**src/rtl/seq_pulse_pkg.sv**
```systemverilog
// seq_pulse_pkg: shared state encoding and configuration constants for the sequential pulse generator
package seq_pulse_pkg;
   typedef enum logic {IDLE = 1'b0, RUN = 1'b1} state_t;
   localparam logic MODE_CONT   = 1'b0;
   localparam logic MODE_SINGLE = 1'b1;
   localparam logic DIR_DOWN    = 1'b0;
   localparam logic DIR_UP      = 1'b1;
endpackage

```
**src/rtl/seq_dwell_cnt.sv**
```systemverilog
// seq_dwell_cnt: slot dwell counter, ticks on the enabled cycle where it reaches the limit
module seq_dwell_cnt #(
   parameter int DWELL_W = 8
) (
   input  logic               clk,
   input  logic               rst,
   input  logic               clr,
   input  logic               en,
   input  logic [DWELL_W-1:0] limit,
   output logic               tick
);
   logic [DWELL_W-1:0] cnt_q, cnt_d;
   always_comb begin
      tick  = (cnt_q == limit) && en;
      cnt_d = (clr || tick) ? '0 : en ? cnt_q + DWELL_W'(1) : cnt_q;
   end
   always_ff @(posedge clk) begin
      if (rst) cnt_q <= '0;
      else     cnt_q <= cnt_d;
   end
endmodule

```
**src/rtl/seq_pulse_gen_param.sv**
```systemverilog
// seq_pulse_gen_param: N-channel one-hot pulse sequencer with dwell, direction, single-shot, pause and abort
module seq_pulse_gen_param
   import seq_pulse_pkg::*;
#(
   parameter  int N       = 4,
   parameter  int DWELL_W = 8,
   localparam int IDX_W   = $clog2(N)
) (
   input  logic               clk,
   input  logic               rst,
   input  logic               start,
   input  logic               stop,
   input  logic               en,
   input  logic               mode,
   input  logic               dir,
   input  logic [DWELL_W-1:0] dwell,
   output logic [N-1:0]       q,
   output logic [IDX_W-1:0]   idx,
   output logic               busy,
   output logic               done
);
   localparam logic [IDX_W-1:0] TOP = IDX_W'(N - 1);
   state_t             state_q, state_d;
   logic               mode_q, mode_d, dir_q, dir_d, done_q, done_d, tick;
   logic [DWELL_W-1:0] dwell_q, dwell_d;
   logic [IDX_W-1:0]   idx_q, idx_d;
   logic [N-1:0]       q_q, q_d;

   seq_dwell_cnt #(.DWELL_W(DWELL_W)) u_cnt (
      .clk   (clk),
      .rst   (rst),
      .clr   (state_q != RUN),
      .en    ((state_q == RUN) && en),
      .limit (dwell_q),
      .tick  (tick)
   );

   always_comb begin
      state_d = state_q;
      mode_d  = mode_q;
      dir_d   = dir_q;
      dwell_d = dwell_q;
      idx_d   = idx_q;
      done_d  = 1'b0;
      if (state_q == RUN) begin
         if (stop) state_d = IDLE;
         else if (tick) begin
            if (idx_q == ((dir_q == DIR_UP) ? TOP : '0)) begin
               if (mode_q == MODE_SINGLE) begin
                  state_d = IDLE;
                  done_d  = 1'b1;
               end else idx_d = (dir_q == DIR_UP) ? '0 : TOP;
            end else idx_d = (dir_q == DIR_UP) ? idx_q + IDX_W'(1) : idx_q - IDX_W'(1);
         end
      end else begin
         state_d = IDLE;
         if (start && !stop) begin
            state_d = RUN;
            mode_d  = mode ? MODE_SINGLE : MODE_CONT;
            dir_d   = dir;
            dwell_d = dwell;
            idx_d   = (dir == DIR_DOWN) ? TOP : '0;
         end
      end
      if (state_d != RUN) idx_d = '0;
      q_d = (state_d == RUN) ? {{(N-1){1'b0}}, 1'b1} << idx_d : '0;
   end

   always_ff @(posedge clk) begin
      if (rst) begin
         state_q <= IDLE;
         mode_q  <= 1'b0;
         dir_q   <= 1'b0;
         dwell_q <= '0;
         idx_q   <= '0;
         q_q     <= '0;
         done_q  <= 1'b0;
      end else begin
         state_q <= state_d;
         mode_q  <= mode_d;
         dir_q   <= dir_d;
         dwell_q <= dwell_d;
         idx_q   <= idx_d;
         q_q     <= q_d;
         done_q  <= done_d;
      end
   end

   assign q    = q_q;
   assign idx  = idx_q;
   assign busy = (state_q == RUN);
   assign done = done_q;
endmodule

```
**config.mk**
```make
export PLATFORM = sky130hd
export DESIGN_NAME = seq_pulse_gen_param
export DESIGN_NICKNAME = d
export VERILOG_FILES = /design/src/rtl/seq_pulse_pkg.sv /design/src/rtl/seq_dwell_cnt.sv /design/src/rtl/seq_pulse_gen_param.sv
export SDC_FILE = /design/constraint.sdc
export NUM_CORES = 1
export LEC_CHECK = 0
export CAP_MARGIN = 25
export CORE_ASPECT_RATIO = 1.4
export CORE_UTILIZATION = 54
export CTS_CLUSTER_DIAMETER = 150
export DETAILED_ROUTE_END_ITERATION = 8
export PLACE_DENSITY = 0.91
export SLEW_MARGIN = 20
export SYNTH_ARGS = -nofsm -noshare
export SYNTH_HDL_FRONTEND = slang
export SYNTH_SLANG_ARGS = --single-unit
```
**constraint.sdc**
```tcl
create_clock -name clk -period 2.5 [get_ports clk]
set_input_delay 0.25 -clock clk [delete_from_list [all_inputs] [get_ports clk]]
set_output_delay 0.25 -clock clk [all_outputs]
set_load 0.02 [all_outputs]
```
**Yosys cells after proc, flatten, opt, wreduce, memory -nomap -nowiden**

Cells that the tools add are included.

- Flip-flop bits (word level): 26
- Logic and storage cells: 46

- Bitwise gates (word level): 4
- Equal/unequal tests: 2
- Reductions and logical operators: 9
- Add/sub/neg operators: 3
- Muxes and demuxes: 19
- Shift-type cells: 1

Operators with widths:

| cell | number |
|---|---|
| 2-bit two-way mux | 11 |
| 8-bit by 1-bit adder with 8-bit output, second input constant | 1 |
| 8-bit equality test | 1 |
| 1-bit two-way mux | 8 |
| 5-bit OR reduction | 1 |
| 1-bit NOT | 4 |
| 2-bit OR reduction | 2 |
| 1-bit by 2-bit << shifter with 4-bit output, first input constant | 1 |
| 1-bit logical AND | 3 |
| 2-bit by 1-bit adder with 2-bit output, second input constant | 1 |
| 2-bit equality test | 1 |
| 2-bit AND reduction | 1 |
| 2-bit by 1-bit subtractor with 2-bit output, second input constant | 1 |
| 1-bit zero test | 1 |
| 1-bit logical OR | 1 |

**Longest topological paths before layout**

- Depth in word-level cells: 8
- Depth in mapped cells: 7
- Mapped depth without buffers: 5

**Modules after synthesis**

A second synthesis with hierarchy kept.

- Cell total of the unflattened synthesis: 137
- Area total of the unflattened synthesis: 1,197.4 um2

By module, submodules not included:

| module | cells an instance | times used | area each (um2) |
|---|---|---|---|
| seq_pulse_gen_param | 88 | 1 | 763.2 |
| seq_dwell_cnt | 49 | 1 | 434.2 |

**Worst setup path after synthesis**

No wires, ideal clock.

- Path kind: reg2reg
- Start point: register u_cnt.cnt_q[0]
- End point: register q_q[0], in the netlist q[0]
- Required time: 2.420 ns
- Cell stages (with the launch flop): 6
- Slack: 0.892 ns
- Setup time: 0.080 ns
- Arrival: 1.528 ns
- Cells stage by stage: dfxtp_1 -> xor2_1 -> nor4_4 -> nand3_4 -> o311a_1 -> nor3b_1

- Longest elaborated chain between the ends: 7

RTL lines:

| what | RTL line | RTL |
|---|---|---|
| start, declared | seq_dwell_cnt.sv:12 | `logic [DWELL_W-1:0] cnt_q, cnt_d;` |
| start signal, assigned | seq_dwell_cnt.sv:19 | `else cnt_q <= cnt_d;` |
| 8-bit equality test * | seq_dwell_cnt.sv:14 | `tick = (cnt_q == limit) && en;` |
| 1-bit logical AND * | seq_dwell_cnt.sv:14 |  |
| 2-bit two-way mux or 1-bit two-way mux (tied branches) | seq_pulse_gen_param.sv:47 | `else if (tick) begin` |
| 2-bit two-way mux or 1-bit two-way mux (tied branches) | seq_pulse_gen_param.sv:46 | `if (stop) state_d = IDLE;` |
| 2-bit two-way mux or 1-bit two-way mux (tied branches) | seq_pulse_gen_param.sv:45 | `if (state_q == RUN) begin` |
| 2-bit two-way mux or 1-bit NOT (tied branches) | -- |  |
| 1-bit by 2-bit << shifter with 4-bit output or 2-bit OR reduction (tied branches) | -- |  |
| end signal, assigned | seq_pulse_gen_param.sv:84 | `q_q <= q_d;` |
| end, declared | seq_pulse_gen_param.sv:27 | `logic [N-1:0] q_q, q_d;` |

Every way passes the cells marked *; elsewhere a longest branch is shown, timed or not.
A chain may end at the register's enable or synchronous reset.

**Worst setup path after layout**

- Start point: register state_q, in the netlist busy
- End point: register q_q[0], in the netlist q[0]

- Longest elaborated chain between the ends: 7

RTL lines:

| what | RTL line | RTL |
|---|---|---|
| start, declared | seq_pulse_gen_param.sv:23 | `state_t state_q, state_d;` |
| start signal, assigned | seq_pulse_gen_param.sv:79 | `state_q <= state_d;` |
| 1-bit logical AND | seq_pulse_gen_param.sv:33 | `.en ((state_q == RUN) && en),` |
| 1-bit logical AND | seq_dwell_cnt.sv:14 |  |
| 2-bit two-way mux or 1-bit two-way mux (tied branches) | seq_pulse_gen_param.sv:47 |  |
| 2-bit two-way mux or 1-bit two-way mux (tied branches) | seq_pulse_gen_param.sv:46 |  |
| 2-bit two-way mux or 1-bit two-way mux (tied branches) | seq_pulse_gen_param.sv:45 |  |
| 2-bit two-way mux or 1-bit NOT (tied branches) | -- |  |
| 1-bit by 2-bit << shifter with 4-bit output or 2-bit OR reduction (tied branches) | -- |  |

Parallel ways exist; a longest one is shown, timed or not.

==> results <==
- The run finished with clean final reports.
- The worst-case clock skew is between 10 and 15 ps.
- The category of the most critical setup path is flip-flop to flip-flop.
- The number of cells upsized or downsized after cts is 0.
- The worst-path cell with the longest stage delay is sky130_fd_sc_hd__dfxtp_1.
- Once the floorplan was initialized, standard cells occupied 57.6% of the core.
- The endpoint class of the critical path is a flip-flop.
- The number of nets in the layout is 175.
- The finished cells cover ~1500 um2.
- Sequential cells were found to cover 41.5% of the synthesized design area.
- The cell area reported after detailed placement is around 1500 um2.
- The part of the total power dissipated in sequential elements is 52.9%.
- The average detailed-routed wire length per instance is 14.5 um.
- The CTS tree is built.
- The number of placed I/O pins is 23.
- The unique cell type count in the Yosys netlist is 39.
- Counting flops with an async set or reset pin after synthesis yields a share of 0%.
- The overall overflow remaining after global route is 0.
- The data arrival time of the worst path is 2190 ps.
- In this run the clock root is driven by a sky130_fd_sc_hd__clkbuf_4.
- The floorplan step defined a die boundary enclosing between 2000 and 3000 um2.
- The number of warnings issued by yosys is 0.
- The number of max-cap violations is 0.
- Counting along the longest clock path gives a buffer depth of 2.
- For this design the static power due to leakage is roughly 0.59 nW.
- Combinational logic burns 12.4% of the power.
- Based on the critical path, the design can be clocked at up to between 500 and 600 MHz.
- The number of buffers created by CTS is 3.
- The initial antenna violation count is 0.
- The layout-stage area growth over the synthesis result is 22.3%.
- The required time of the worst setup path is 2760 ps.
- The final count of pins violating max slew is 0.
- From left edge to right edge, the die measures 42.7 um.
- The number of buffers and inverters on the critical path is 0.
- The deepest level of the CTS H-tree is 1.
- The number of hold violations in the final report was 0.
- In the routed design, unresolved DRC markers number 0.
- The critical path launch point type is a flip-flop.
- Global routing consumed, over all layers together, 23.7% of the routing resources.
- The number of global-route vias before repair is 1022.
- The routed layout has about 1000 vias.
- The power density over the cells is 542 nW/um2.
- The gate family responsible for the most delay along the worst path is simple AND/OR/NAND/NOR gates.
- The number of buffers added for setup after CTS is 0.
- After clock tree synthesis, the flow added hold-fix buffers numbering 0.
- The signal on the critical path passes through nand2_1 -> nor4_4 -> nand3_4 -> o311a_1 -> nor3b_1.
- Synthesis inferred 26 register bits.
- The antenna diode count is 0.
- The number of synthesized flops with an enable pin is 0.
- Setup repair after global routing left no endpoint under its margin.
- The wire-length estimate of the detail-placed layout is 1970 um.
- The switching part of the total power is 22.8%.
- The number of nets in the synthesized netlist is 153.
- Across the VDD grid, the largest voltage drop is 0.000463 V.
- The TritonCTS sink count is 26.
- Leaving out fill and tap cells, the most frequent cells in the layout are 26 x sky130_fd_sc_hd__dfxtp_1, 22 x sky130_fd_sc_hd__nor2_1, 22 x sky130_fd_sc_hd__clkdlybuf4s50_1, 14 x sky130_fd_sc_hd__xor2_1, 10 x sky130_fd_sc_hd__mux2i_1.
- Of all nets on the critical path, the largest fanout is 12.
- The die is 59.0 um tall.
- Buffers placed on the I/O ports in this run total 22.
- The type of the tightest min-delay check is input pin to flip-flop.
- Summed over all layers, the routed wires come to 2610 um.
- Leaving out fill and tap cells, the most frequent cell in the layout is sky130_fd_sc_hd__dfxtp_1.
- The largest net degree at the start of global routing is 16.
- The worst pin sits at a relative slew slack of 57.6%.
- The most used flip-flop cell after synthesis is sky130_fd_sc_hd__dfxtp_1.
- The count of filler cells inserted in the layout is roughly 170.
- The final weighted congestion in routability-driven placement is 0.889.
- The average instance in the mapped netlist occupies between 9 and 10 um2.
- The summed negative setup slack over all endpoints is 0 ps.
- Clock-pin slew was measured on the worst setup and hold paths at 150 ps.
- The iteration-0 DRC count of the detailed router is 19.
- The clock period could shrink to 1930 ps.
- The count of nets left with antenna violations once routing finished came out at 0.
- The cell internal power dissipation is 642 uW.
- The clock latency on the worst-skew pair is between 300 and 400 ps.
- The fraction of layout cells with a size suffix above 1 is 5.70%.
- The transition at the pin with the smallest max-transition slack is 635 ps.
- The mapped cell area is approximately 1300 um2.
- For this run, the slowest stage of the critical path takes 610 ps.
- The clock network is responsible for 34.7% of the overall power.
- The placeable core area is 2180 um2.
- The analysis attributes to net switching a power of 190 uW.
- In the routed layout, each cell is associated on average with a via count of 5.82.
- In the finished design, the share of the clock period the worst path needs comes to roughly 77%.
- Synthesis produced a netlist whose cell count is 137.
- The count of final setup violators is 0.
- The standard-cell row count is 20.
- For this run, the detailed router's first-pass iteration total came to 4.
- The first global-routing pass estimated ~4500 um of wire.
final cells by class:
class | instances | area, um2 | share of cell area (%)
Multi-Input combinational cell | 102 | 699 | 45.6
Sequential cell | 26 | 520 | 33.9
Timing Repair Buffer | 22 | 220 | 14.3
Clock inverter | 1 | 30.0 | 1.96
Tap cell | 22 | 27.5 | 1.79
Clock buffer | 3 | 22.5 | 1.47
Inverter | 4 | 15.0 | 0.978
state kept, by name, indices dropped and copies added, names as in the netlist:
signal       cells
done             1
q                4
dwell_q          8
dir_q            1
mode_q           1
idx              2
busy             1
u_cnt.cnt_q      8
stage by stage:
stage                     setup WS (ps)  total power, mW  cells  hold WS, ps  utilization (%)
after floorplan                     892            0.508    137          328                -
after global placement              572            0.548    176          508             68.1
after detailed placement            522            0.551    176          524             68.1
after CTS                           583            0.831    180          536             70.5
after global routing                407            0.858    180          558             70.5
final                               569            0.832    180          532             70.5
worst register-to-register path, cell delays in order (launching register included):
cell,delay (ps)
sky130_fd_sc_hd__dfxtp_1,610
sky130_fd_sc_hd__nand2_1,190
sky130_fd_sc_hd__nor4_4,310
sky130_fd_sc_hd__nand3_4,150
sky130_fd_sc_hd__o311a_1,400
sky130_fd_sc_hd__nor3b_1,210
cells by family (layout without fill, tap and decap cells):
kind of cell / count (synthesis) / after routing / synth area share, %
AO/OA/AOI/OAI: 22 / 22 / 12.8
XOR/XNOR: 15 / 15 / 10.5
adder cells (fa/ha/maj): 1 / 1 / 0.997
buffers and inverters: 9 / 30 / 2.79
flip-flops: 26 / 26 / 41.5
multiplexers: 10 / 10 / 7.98
AND/OR/NAND/NOR: 54 / 54 / 23.5
cell usage after synthesis (2+ instances only):
master	count	area [um2]
sky130_fd_sc_hd__dfxtp_1	26	521
sky130_fd_sc_hd__nor2_1	22	82.6
sky130_fd_sc_hd__xor2_1	14	123
sky130_fd_sc_hd__mux2i_1	10	100
sky130_fd_sc_hd__a21oi_1	6	30.0
sky130_fd_sc_hd__nand2_1	6	22.5
sky130_fd_sc_hd__nand3_1	5	25.0
sky130_fd_sc_hd__clkbuf_1	4	15.0
sky130_fd_sc_hd__inv_1	4	15.0
sky130_fd_sc_hd__nor3_1	3	15.0
sky130_fd_sc_hd__o211ai_1	3	22.5
sky130_fd_sc_hd__a21boi_0	2	15.0
sky130_fd_sc_hd__nand2b_1	2	12.5
sky130_fd_sc_hd__nand3b_1	2	15.0
sky130_fd_sc_hd__nand4_1	2	12.5
sky130_fd_sc_hd__nor3b_1	2	15.0
sky130_fd_sc_hd__o21ai_0	2	10.0
worst paths after layout:
check                           slack, ps  cells after the start                 endpoint                    start
worst max-delay path                  570                      5          q[0]$_SDFF_PP0_          busy$_SDFF_PP0_
worst min-delay path                  530                      3  dwell_q[6]$_SDFFE_PP0P_                 dwell[6]
worst max register to register        570                      5          q[0]$_SDFF_PP0_          busy$_SDFF_PP0_
worst min register to register        550                      2  dwell_q[5]$_SDFFE_PP0P_  dwell_q[5]$_SDFFE_PP0P_
per-layer routing:
| layer | GRT usage, % | vias to the layer above | part of all wire (%) |
|---|---|---|---|
| met3 | 3.96 | 7 | 3.1 |
| met1 | 25.9 | 491 | 39 |
| li1 | - | 528 | - |
| met5 | 0 | - | 0 |
| met4 | 11.2 | 0 | 2.0 |
| met2 | 43.7 | 22 | 56 |
power groups by stage:
stage | logic [mW] | registers, mW | clock network [mW]
global route | 0.114 | 0.442 | 0.302
global placement | 0.101 | 0.448 | 0
detailed placement | 0.103 | 0.448 | 0
finish | 0.103 | 0.440 | 0.289
floorplan | 0.0615 | 0.446 | 0
CTS | 0.104 | 0.440 | 0.288
No activity file was read; power rests on OpenSTA's default activity.
